**src/rtl/bep_encoder.sv**
```systemverilog
// Biphase-mark serial encoder: one byte per valid/ready handshake, framed as
// sync(1,1) + d0..d7 (LSB first) + even parity, followed by an idle gap.
module bep_encoder #(
   parameter int unsigned HALF_BIT_CYCLES = 4,
   parameter int unsigned GAP_BITS        = 2
) (
   input  logic       clk,
   input  logic       rst,
   input  logic [7:0] tx_data,
   input  logic       tx_valid,
   output logic       tx_ready,
   output logic       bep_out,
   output logic       busy,
   output logic       frame_done
);

   localparam int unsigned HCW = (HALF_BIT_CYCLES > 1) ? $clog2(HALF_BIT_CYCLES) : 1;
   localparam logic [HCW-1:0] HALF_LAST = HCW'(HALF_BIT_CYCLES - 1);
   localparam logic [3:0]     GAP_LAST  = 4'(GAP_BITS - 1);
   localparam logic [3:0]     SYNC_LAST = 4'd1;
   localparam logic [3:0]     DATA_LAST = 4'd9;
   localparam logic [3:0]     BIT_LAST  = 4'd10;

   typedef enum logic [2:0] {IDLE, SYNC, DATA, PARITY, GAP} state_t;

   state_t           r_state, w_state;
   logic [HCW-1:0]   r_half_cnt, w_half_cnt;
   logic             r_phase, w_phase;
   logic [3:0]       r_bit_idx, w_bit_idx;
   logic [3:0]       r_gap_cnt, w_gap_cnt;
   logic [7:0]       r_shift, w_shift;
   logic             r_parity, w_parity;
   logic             r_bep, w_bep;
   logic             r_frame_done, w_frame_done;

   logic             w_wrap, w_mid, w_cell_end, w_cur_bit;

   assign w_wrap     = (r_half_cnt == HALF_LAST);
   assign w_mid      = w_wrap & ~r_phase;
   assign w_cell_end = w_wrap & r_phase;
   assign w_cur_bit  = (r_state == SYNC) ? 1'b1 :
                       (r_state == DATA) ? r_shift[0] : r_parity;

   always_ff @(posedge clk or posedge rst) begin
      if (rst) begin
         r_state      <= IDLE;
         r_half_cnt   <= '0;
         r_phase      <= 1'b0;
         r_bit_idx    <= '0;
         r_gap_cnt    <= '0;
         r_shift      <= '0;
         r_parity     <= 1'b0;
         r_bep        <= 1'b0;
         r_frame_done <= 1'b0;
      end else begin
         r_state      <= w_state;
         r_half_cnt   <= w_half_cnt;
         r_phase      <= w_phase;
         r_bit_idx    <= w_bit_idx;
         r_gap_cnt    <= w_gap_cnt;
         r_shift      <= w_shift;
         r_parity     <= w_parity;
         r_bep        <= w_bep;
         r_frame_done <= w_frame_done;
      end
   end

   // Next-state and next-output logic; the half-bit timebase runs in every
   // state but IDLE, and each wrap alternates between mid-cell and cell end.
   always_comb begin
      w_state      = r_state;
      w_half_cnt   = r_half_cnt;
      w_phase      = r_phase;
      w_bit_idx    = r_bit_idx;
      w_gap_cnt    = r_gap_cnt;
      w_shift      = r_shift;
      w_parity     = r_parity;
      w_bep        = r_bep;
      w_frame_done = 1'b0;

      if (r_state != IDLE) begin
         w_half_cnt = w_wrap ? '0 : r_half_cnt + 1'b1;
         if (w_wrap) w_phase = ~r_phase;
      end

      case (r_state)
         IDLE: begin
            if (tx_valid) begin
               w_state    = SYNC;
               w_shift    = tx_data;
               w_parity   = ^tx_data;
               w_bep      = ~r_bep;
               w_half_cnt = '0;
               w_phase    = 1'b0;
               w_bit_idx  = '0;
            end
         end
         SYNC, DATA, PARITY: begin
            if (w_mid && w_cur_bit) w_bep = ~r_bep;
            if (w_cell_end) begin
               // Cell-start toggle of the next cell, or the closing toggle.
               w_bep = ~r_bep;
               if (r_state == DATA) w_shift = {1'b0, r_shift[7:1]};
               if (r_bit_idx == BIT_LAST) begin
                  w_state      = GAP;
                  w_bit_idx    = '0;
                  w_gap_cnt    = '0;
                  w_frame_done = 1'b1;
               end else begin
                  w_bit_idx = r_bit_idx + 4'd1;
                  if (r_bit_idx == SYNC_LAST) w_state = DATA;
                  if (r_bit_idx == DATA_LAST) w_state = PARITY;
               end
            end
         end
         GAP: begin
            if (w_cell_end) begin
               if (r_gap_cnt == GAP_LAST) begin
                  w_state   = IDLE;
                  w_gap_cnt = '0;
               end else begin
                  w_gap_cnt = r_gap_cnt + 4'd1;
               end
            end
         end
         default: w_state = IDLE;
      endcase
   end

   assign tx_ready   = (r_state == IDLE);
   assign busy       = (r_state != IDLE);
   assign bep_out    = r_bep;
   assign frame_done = r_frame_done;

endmodule
```
**config.mk**
```make
export PLATFORM = sky130hd
export DESIGN_NAME = bep_encoder
export DESIGN_NICKNAME = d
export VERILOG_FILES = /design/src/rtl/bep_encoder.sv
export SDC_FILE = /design/constraint.sdc
export NUM_CORES = 1
export LEC_CHECK = 0
export BUFFER_PORTS_ARGS = -buffer_cell sky130_fd_sc_hd__buf_2
export CAP_MARGIN = 20
export CORE_MARGIN = 2
export CORE_UTILIZATION = 40
export DETAILED_ROUTE_END_ITERATION = 16
export PLACE_DENSITY = 0.7
export SLEW_MARGIN = 5
export SYNTH_ARGS = -nofsm -noshare
export SYNTH_HDL_FRONTEND = slang
export SYNTH_SLANG_ARGS = --single-unit
```
**constraint.sdc**
```tcl
create_clock -name clk -period 4 [get_ports clk]
set_input_delay 0.8 -clock clk [delete_from_list [all_inputs] [get_ports clk]]
set_output_delay 0.8 -clock clk [all_outputs]
set_load 0.03 [all_outputs]
```
# After elaboration in Yosys (flattened, before gate mapping)

Cells that the tools add are included.

Output and inout port bits: 4
Register bits: 25
Input bits: 11
Logic and storage cells: 84

$add $sub $neg: 3
Reduce and logical (&&, ||, !) cells: 13
Eq/ne operators: 17
Multiplexer cells: 38
Bitwise logic cells: 4

Operators by type and width:

| operator            | number |
|---|---|
| $mux 4              | 7 |
| $mux 8              | 3 |
| $mux 3              | 7 |
| $pmux 4 s2          | 2 |
| $pmux 8 s2          | 1 |
| $mux 1              | 12 |
| $ne 2x2->1 const B  | 6 |
| $pmux 3 s3          | 1 |
| $add 4x1->4 const B | 2 |
| $eq 4x1->1 const B  | 2 |
| $eq 4x4->1 const B  | 2 |
| $mux 2              | 4 |
| $reduce_and 4->1    | 2 |
| $reduce_xor 8->1    | 1 |
| $eq 3x2->1 const B  | 2 |
| $reduce_and 3->1    | 2 |
| $reduce_and 5->1    | 1 |
| $ne 4x4->1 const B  | 1 |
| $reduce_bool 2->1   | 2 |
| $eq 3x1->1 const B  | 1 |
| $eq 3x3->1 const B  | 1 |
| $logic_not 3->1     | 1 |
| $ne 3x3->1 const B  | 1 |
| $reduce_bool 3->1   | 1 |
| other kinds (8)     | 10 |

# Depth between registers and ports, before layout

Gate-level depths: netlist (run 1).

Word-level depth: 7
Mapped depth: 7
Depth with buffers taken out: 6

# Worst setup path before layout (run 1)

OpenSTA, ideal clock, no wires.

Path kind: reg-to-output
From: register r_state[2]
To: output busy
Path slack: 1.674 ns
Stages on the path, launching flop included: 4
Required time: 3.200 ns
Path buffers: 1
Arrival: 1.526 ns
Cell sequence: dfrtp_1 buf_2 nor3_2 inv_1

Longest elaborated chain between the ends: 1

RTL lines:

| item                     | RTL line | source |
|---|---|---|
| start: declaration       | 26       | `state_t r_state, w_state;` |
| start signal: assignment | 56       | `r_state <= w_state;` |
| $reduce_bool 3->1        | 131      | `assign busy = (r_state != IDLE);` |
| end: declaration         | 13       | `output logic busy,` |

Every way passes these cells.

# Worst setup path after layout (run 1)

Ends and elaborated chain as after synthesis.

==> results.toml, run 1 <==
[power]
ir_drop_mv = 0.276
powerDensity_mw_per_mm2 = 645
combPwrFrac = 0.450
swShare = 0.438
p_int_uw = 560
leakage_uw = 0.000640
pwr-share-clk = 0.114
p_seq_frac = 0.436
p_sw_uw = 436

[yosys]
async_flop_share = 1.00
ys_types = 43
synthCells = 156
yosysTopAreaCell = "dfrtp_1"
synth_area_mm2 = 0.00144
seq_area_frac_synth = 0.435
synth_flop_cell = "dfrtp_1"
yosys-top-cells-count = "dfrtp_1, nand2_1, nor2_1, o21ai_0, a31oi_1"
syn_area_per_cell_um2 = 9.22
ys_ff_latch = 25
synth_most_common_cell = "dfrtp_1"
synth_top_cell_area_share = 0.435
synth_fp_nets = 170
synth_edf_count = 0
synthTopCellsByArea = "dfrtp_1, nand2_1, xnor2_1, o21ai_0, a31oi_1"
yosys_warnings = 0

[die]
die_area_mm2 = 0.00409
io_pins = 15
core_area_mm2 = 0.00339
fp.dieH_um = 64.0
fp-row-count = 21
start_util = 0.424
fp.dieW_um = 64.0

[worst_setup_path]
endpoint_kind = "output pin"
start_kind = "flop"
crit_arrival_ps = 1620
worstPathRequired_ps = 3200
reg2reg_depth = 4
criticalPathCategory = "flop to output pin"
cp_max_fo = 11

[global_routing]
grt_usage = 0.151
grt_max_degree = 26
grt_pass1_vias = 1083
globalRoute.totalOverflow = 0
antenna_found_initial = 0
grt_first_pass_wirelength_mm = 4.95

[clock_tree]
clockBufferDepth = 2
clkSlewWorstSetupHoldPaths_ps = 140
h-tree-depth = 1
clock_latency_ps = 310
cts.repair.resized = 0
cts_setup_buffers = 0
hold_buffers = 0
clock-sinks = 25
cts_tree = "yes"
numCtsBuffers = 3
root_buffer = "clkbuf_4"

[cells_and_area]
final_core_util = 0.456
drive_gt1_frac = 0.180
insertedDiodeCount = 0
fill_cells = 343
area_delta_synth_final_pct = 7.48
fin_nets = 182
design_area_mm2 = 0.00155

[job]
max_cap_viol_count = 0

[routing]
ant_nets = 0
vias = 1153
routed_wire_length_per_instance_um = 12.9
initialDrtViolationCount = 27
dr.pass1.iters = 4
wl_mm = 2.75
post_drt_via_cell_ratio = 5.41
drc = 0

[sta]
fmax_mhz = 414
timing.final.max_slew_violations = 0
hold_viol = 0
clock_skew_ps = 7.72
rsz0062_at_grt = "no"
layout_min_cycle_time_ps = 2420
worstMarginPinSlew_ps = 972
relSlewSlack = 0.351
finalSetupTns_ps = 0
setup_viol_count_final = 0
finalCritPeriodShare = 0.604

[status]
status = "complete, no violations"

[placement]
hpwlAfterDp_mm = 2.04
place_area_mm2 = 0.00152
port_buffers = 14
gp_congestion = 0.802

[min_path]
min_path_cells = 1
hold_class = "flop to flop"
-- sequential cells by signal, indices dropped and copies added (netlist names) --
register,cells
r_gap_cnt,4
r_phase,1
r_shift,8
bep_out,1
r_bit_idx,4
r_half_cnt,2
r_parity,1
r_state,3
frame_done,1
-- layout by cell type (no fill, tap or decap), types with 5 or more instances in the layout --
cell type  synthesis  layout
xnor2_1            8       8
a21oi_1            7       7
inv_1              8       8
dfrtp_1           25      25
a31oi_1            9       9
nand2_1           19      19
buf_2              4      14
o21ai_0           13      13
nor2_1            13      13
o31ai_1            5       5
-- per-stage QoR --
step / total power [uW] / hold WS [ps] / std cells / setup WS [ps]
global route: 1100 / 503 / 213 / 1420
floorplan: 808 / 463 / 156 / 1670
CTS: 1000 / 484 / 213 / 1590
global placement: 866 / 460 / 209 / 1750
detailed placement: 889 / 465 / 209 / 1660
finish: 996 / 474 / 213 / 1580
-- routing by layer --
metal	part of all wire	wire length (um)	GRT usage	vias to the layer above
met2	0.48	1310	0.249	18
met1	0.49	1360	0.205	564
met5	0	0	0	-
met3	0.024	66	0.0211	2
li1	-	-	-	569
met4	0.0069	19	0.0462	0
-- worst max-delay path: stages, from the launching register on --
cell	delay, ps
dfrtp_1	540
nor3_2	460
inv_1	100
buf_2	190
-- area by class of cell --
class / count / area (um^2) / area share
Sequential cell: 25 / 626 / 0.405
Tap cell: 46 / 57.6 / 0.0372
Clock buffer: 4 / 26.3 / 0.0170
Inverter: 8 / 30.0 / 0.0194
Timing Repair Buffer: 14 / 70.1 / 0.0453
Multi-Input combinational cell: 116 / 736 / 0.476
-- cell families after synthesis --
family	share of synthesized area
mux	0.00783
simple gates	0.211
fa+ha+maj	0.0261
buf+inv	0.0531
compound gates	0.218
flops	0.435
xor+xnor	0.0487
-- power groups by stage --
stage                     Combinational (uW)  Sequential (uW)  Clock, uW
final                                    448              435        113
after global placement                   435              431          0
after CTS                                452              433        116
after global routing                     513              451        131
after floorplan                          409              399          0
after detailed placement                 451              438          0
-- worst paths after layout --
kind / from / end / slack, ps
worst min register to register: bep_out$_DFFE_PP0P_ / bep_out$_DFFE_PP0P_ / 470
worst max register to register: r_state[0]$_DFFE_PP0P_ / r_state[0]$_DFFE_PP0P_ / 1770
worst min-delay path: bep_out$_DFFE_PP0P_ / bep_out$_DFFE_PP0P_ / 470
worst max-delay path: r_state[2]$_DFFE_PP0P_ / busy / 1580
min in group asynchronous: rst / r_shift[3]$_DFFE_PP0P_ / 660
max in group asynchronous: rst / r_phase$_DFF_PP0_ / 2770
No activity file was read; power rests on OpenSTA's default activity.
==> run 2: changes to the inputs <==
--- a/config.mk
+++ b/config.mk
@@ -5,12 +5,13 @@
 export SDC_FILE = /design/constraint.sdc
 export NUM_CORES = 1
 export LEC_CHECK = 0
+export ABC_AREA = 1
 export BUFFER_PORTS_ARGS = -buffer_cell sky130_fd_sc_hd__buf_2
 export CAP_MARGIN = 20
 export CORE_MARGIN = 2
 export CORE_UTILIZATION = 40
 export DETAILED_ROUTE_END_ITERATION = 16
-export PLACE_DENSITY = 0.7
+export PLACE_DENSITY = 0.72
 export SLEW_MARGIN = 5
 export SYNTH_ARGS = -nofsm -noshare
 export SYNTH_HDL_FRONTEND = slang
==> constraint.sdc (replaced) <==
create_clock -name clk -period 2 [get_ports clk]
set_input_delay 0.4 -clock clk [delete_from_list [all_inputs] [get_ports clk]]
set_output_delay 0.4 -clock clk [all_outputs]
set_load 0.03 [all_outputs]
==> run 2 against run 1 <==
  * Synthesized area increased by 6.7%
  * Sequential power increased by 82%
  * Register-to-register slack got worse by 1400 ps
  * Global-route usage increased by 0.10 points
  * Synthesized cell count increased by 37%
  * Routed wire length increased by 3.9%
  * Total power increased by 120%
  * Critical path depth increased by 1
  * Via count increased by 13%
  * Combinational power increased by 150%
==> results.toml, run 2 <==
[sta]
hold_viol = 0
finalSetupTns_ps = 0
relSlewSlack = 0.781
layout_min_cycle_time_ps = 1720
timing.final.max_slew_violations = 0
worstMarginPinSlew_ps = 328
finalCritPeriodShare = 0.862
fmax_mhz = 580
setup_viol_count_final = 0
rsz0062_at_grt = "no"
clock_skew_ps = 1.85
setup_ws_ps = 275

[power]
ir_drop_mv = 0.562
leakage_uw = 0.000923
combPwrFrac = 0.507
p_seq_frac = 0.358
p_sw_uw = 984
swShare = 0.445
powerDensity_mw_per_mm2 = 1290
p_int_uw = 1230
pwr-share-clk = 0.134

[yosys]
yosys_warnings = 0
synth_area_mm2 = 0.00153
synthCells = 213
synth_top_cell_area_share = 0.408
seq_area_frac_synth = 0.408
synth_most_common_cell = "nand2_1"
yosysTopAreaCell = "dfrtp_1"
ys_ff_latch = 25
synth_fp_nets = 227
ys_types = 27
synth_flop_cell = "dfrtp_1"
synthTopCellsByArea = "dfrtp_1, nand2_1, inv_1, o21ai_0, nand3_1"
syn_area_per_cell_um2 = 7.20
yosys-top-cells-count = "nand2_1, inv_1, dfrtp_1, o21ai_0"
synth_edf_count = 0
async_flop_share = 1.00

[clock_tree]
numCtsBuffers = 3
hold_buffers = 0
cts_setup_buffers = 0
clock_latency_ps = 270
cts.repair.resized = 0
cts_tree = "yes"
clock-sinks = 25
clockBufferDepth = 2
root_buffer = "clkbuf_8"
h-tree-depth = 1
clkSlewWorstSetupHoldPaths_ps = 80

[die]
start_util = 0.419
fp-row-count = 22
die_area_mm2 = 0.00435
io_pins = 15
fp.dieW_um = 65.9
core_area_mm2 = 0.00366
fp.dieH_um = 65.9

[worst_setup_path]
critPathBufInv = 2
cp_max_fo = 7
worstPathRequired_ps = 1600
worstReg2RegStart = "r_half_cnt[0]$_DFF_PP0_"
endpoint_kind = "output pin"
cp_slowest_cell = "dfrtp_1"
crit_chain = "nor2_1 > nand2_1 > inv_1 > buf_2"
crit_arrival_ps = 1320
path_delay_family = "flip-flops"
r2r-end = "r_bit_idx[0]$_DFFE_PP0P_"
worst_path_largest_cell_delay_ps = 430
reg2reg_depth = 8
criticalPathCategory = "flop to output pin"
ff2ff_setup_slack_ps = 370
start_kind = "flop"

[cells_and_area]
final_core_util = 0.467
layout_common_cells = "nand2_1, inv_1, dfrtp_1"
reg.largest.list = "r_shift: 8 flops, r_bit_idx: 4 flops, r_gap_cnt: 4 flops"
fill_cells = 365
final_common_cell = "nand2_1"
fin_nets = 247
largest_reg_flops = 8
largest_register = "r_shift"
insertedDiodeCount = 0
area_delta_synth_final_pct = 11.4
instances_no_fill = 280
drive_gt1_frac = 0.181

[status]
status = "complete, no violations"

[placement]
hpwlAfterDp_mm = 2.15
place_inst = 276
gp_congestion = 0.755
port_buffers = 14
place_ws_ps = 391

[routing]
drc = 0
post_drt_via_cell_ratio = 4.64
dr.pass1.iters = 4
ant_nets = 0
routed_wire_length_per_instance_um = 10.2
wl_mm = 2.86
vias = 1300
initialDrtViolationCount = 67

[min_path]
hold_class = "input port to asynchronous set/reset pin"

[global_routing]
grt_first_pass_wirelength_mm = 5.14
antenna_found_initial = 0
grt_max_degree = 26
grt_pass1_vias = 1184
grt_usage = 0.152
globalRoute.totalOverflow = 0

[job]
max_cap_viol_count = 0
-- run 2: cell types whose count changed after synthesis, moves of 4 or more --
cell,change
nand2_1,+53
xnor2_1,-7
nand3_1,+12
o21ai_0,+6
a31oi_1,-9
o21ai_1,+4
a21oi_1,-5
buf_2,-4
inv_2,+4
inv_1,+19
o31ai_1,-5
-- run 2: cell families (layout without fill, tap and decap cells) --
group	after synthesis	count (layout)	synth area share
xor+xnor	2	2	0.0114
compound gates	32	32	0.116
flops	25	25	0.408
simple gates	118	118	0.350
fa+ha+maj	3	3	0.0245
buf+inv	33	52	0.0905
-- run 2: per-layer routing --
layer	vias up	track usage	wire length, um
li1	711	-	-
met5	-	0	0
met2	10	0.217	1210
met4	0	0.0573	42
met3	4	0.0307	60
met1	575	0.224	1550
-- run 2: worst register-to-register path: stages (launching register included) --
cell,delay [ps]
dfrtp_1,400
ha_1,230
ha_1,240
inv_1,110
nand3_2,80
nand3_1,170
inv_1,130
nand3_1,80
o21ai_0,80
-- run 2: layout make-up --
class,count,area (um^2),share of cell area
clock buffer,4,45.0,0.0264
inverter,31,116,0.0681
sequential,25,626,0.366
timing repair buffer,17,92.6,0.0542
tap,48,60.1,0.0351
multi-input combinational,155,769,0.450
-- run 2: how the worst max path moves through the flow --
stage / from / depth (start not counted) / to
5_1_grt: r_state[2]$_DFFE_PP0P_ / 4 / tx_ready
6_report: r_state[2]$_DFFE_PP0P_ / 4 / tx_ready
2_1_floorplan: r_state[2]$_DFFE_PP0P_ / 3 / tx_ready
3_5_place_dp: r_half_cnt[0]$_DFF_PP0_ / 8 / r_bit_idx[0]$_DFFE_PP0P_
3_3_place_gp: r_half_cnt[0]$_DFF_PP0_ / 8 / r_bit_idx[0]$_DFFE_PP0P_
4_1_cts: r_state[2]$_DFFE_PP0P_ / 4 / tx_ready
-- run 2: power groups by stage --
stage	clock, uW	combinational [uW]	sequential (uW)
floorplan	0	897	797
global placement	0	1100	799
detailed placement	0	1120	802
CTS	306	1130	794
global route	320	1290	819
finish	297	1120	792
-- run 2: per-stage QoR --
stage	total power (uW)	area [um^2]	hold slack, ps
global route	2430	1710	204
finish	2210	1710	164
detailed placement	1920	1660	469
floorplan	1690	1530	427
CTS	2230	1710	175
global placement	1900	1660	461
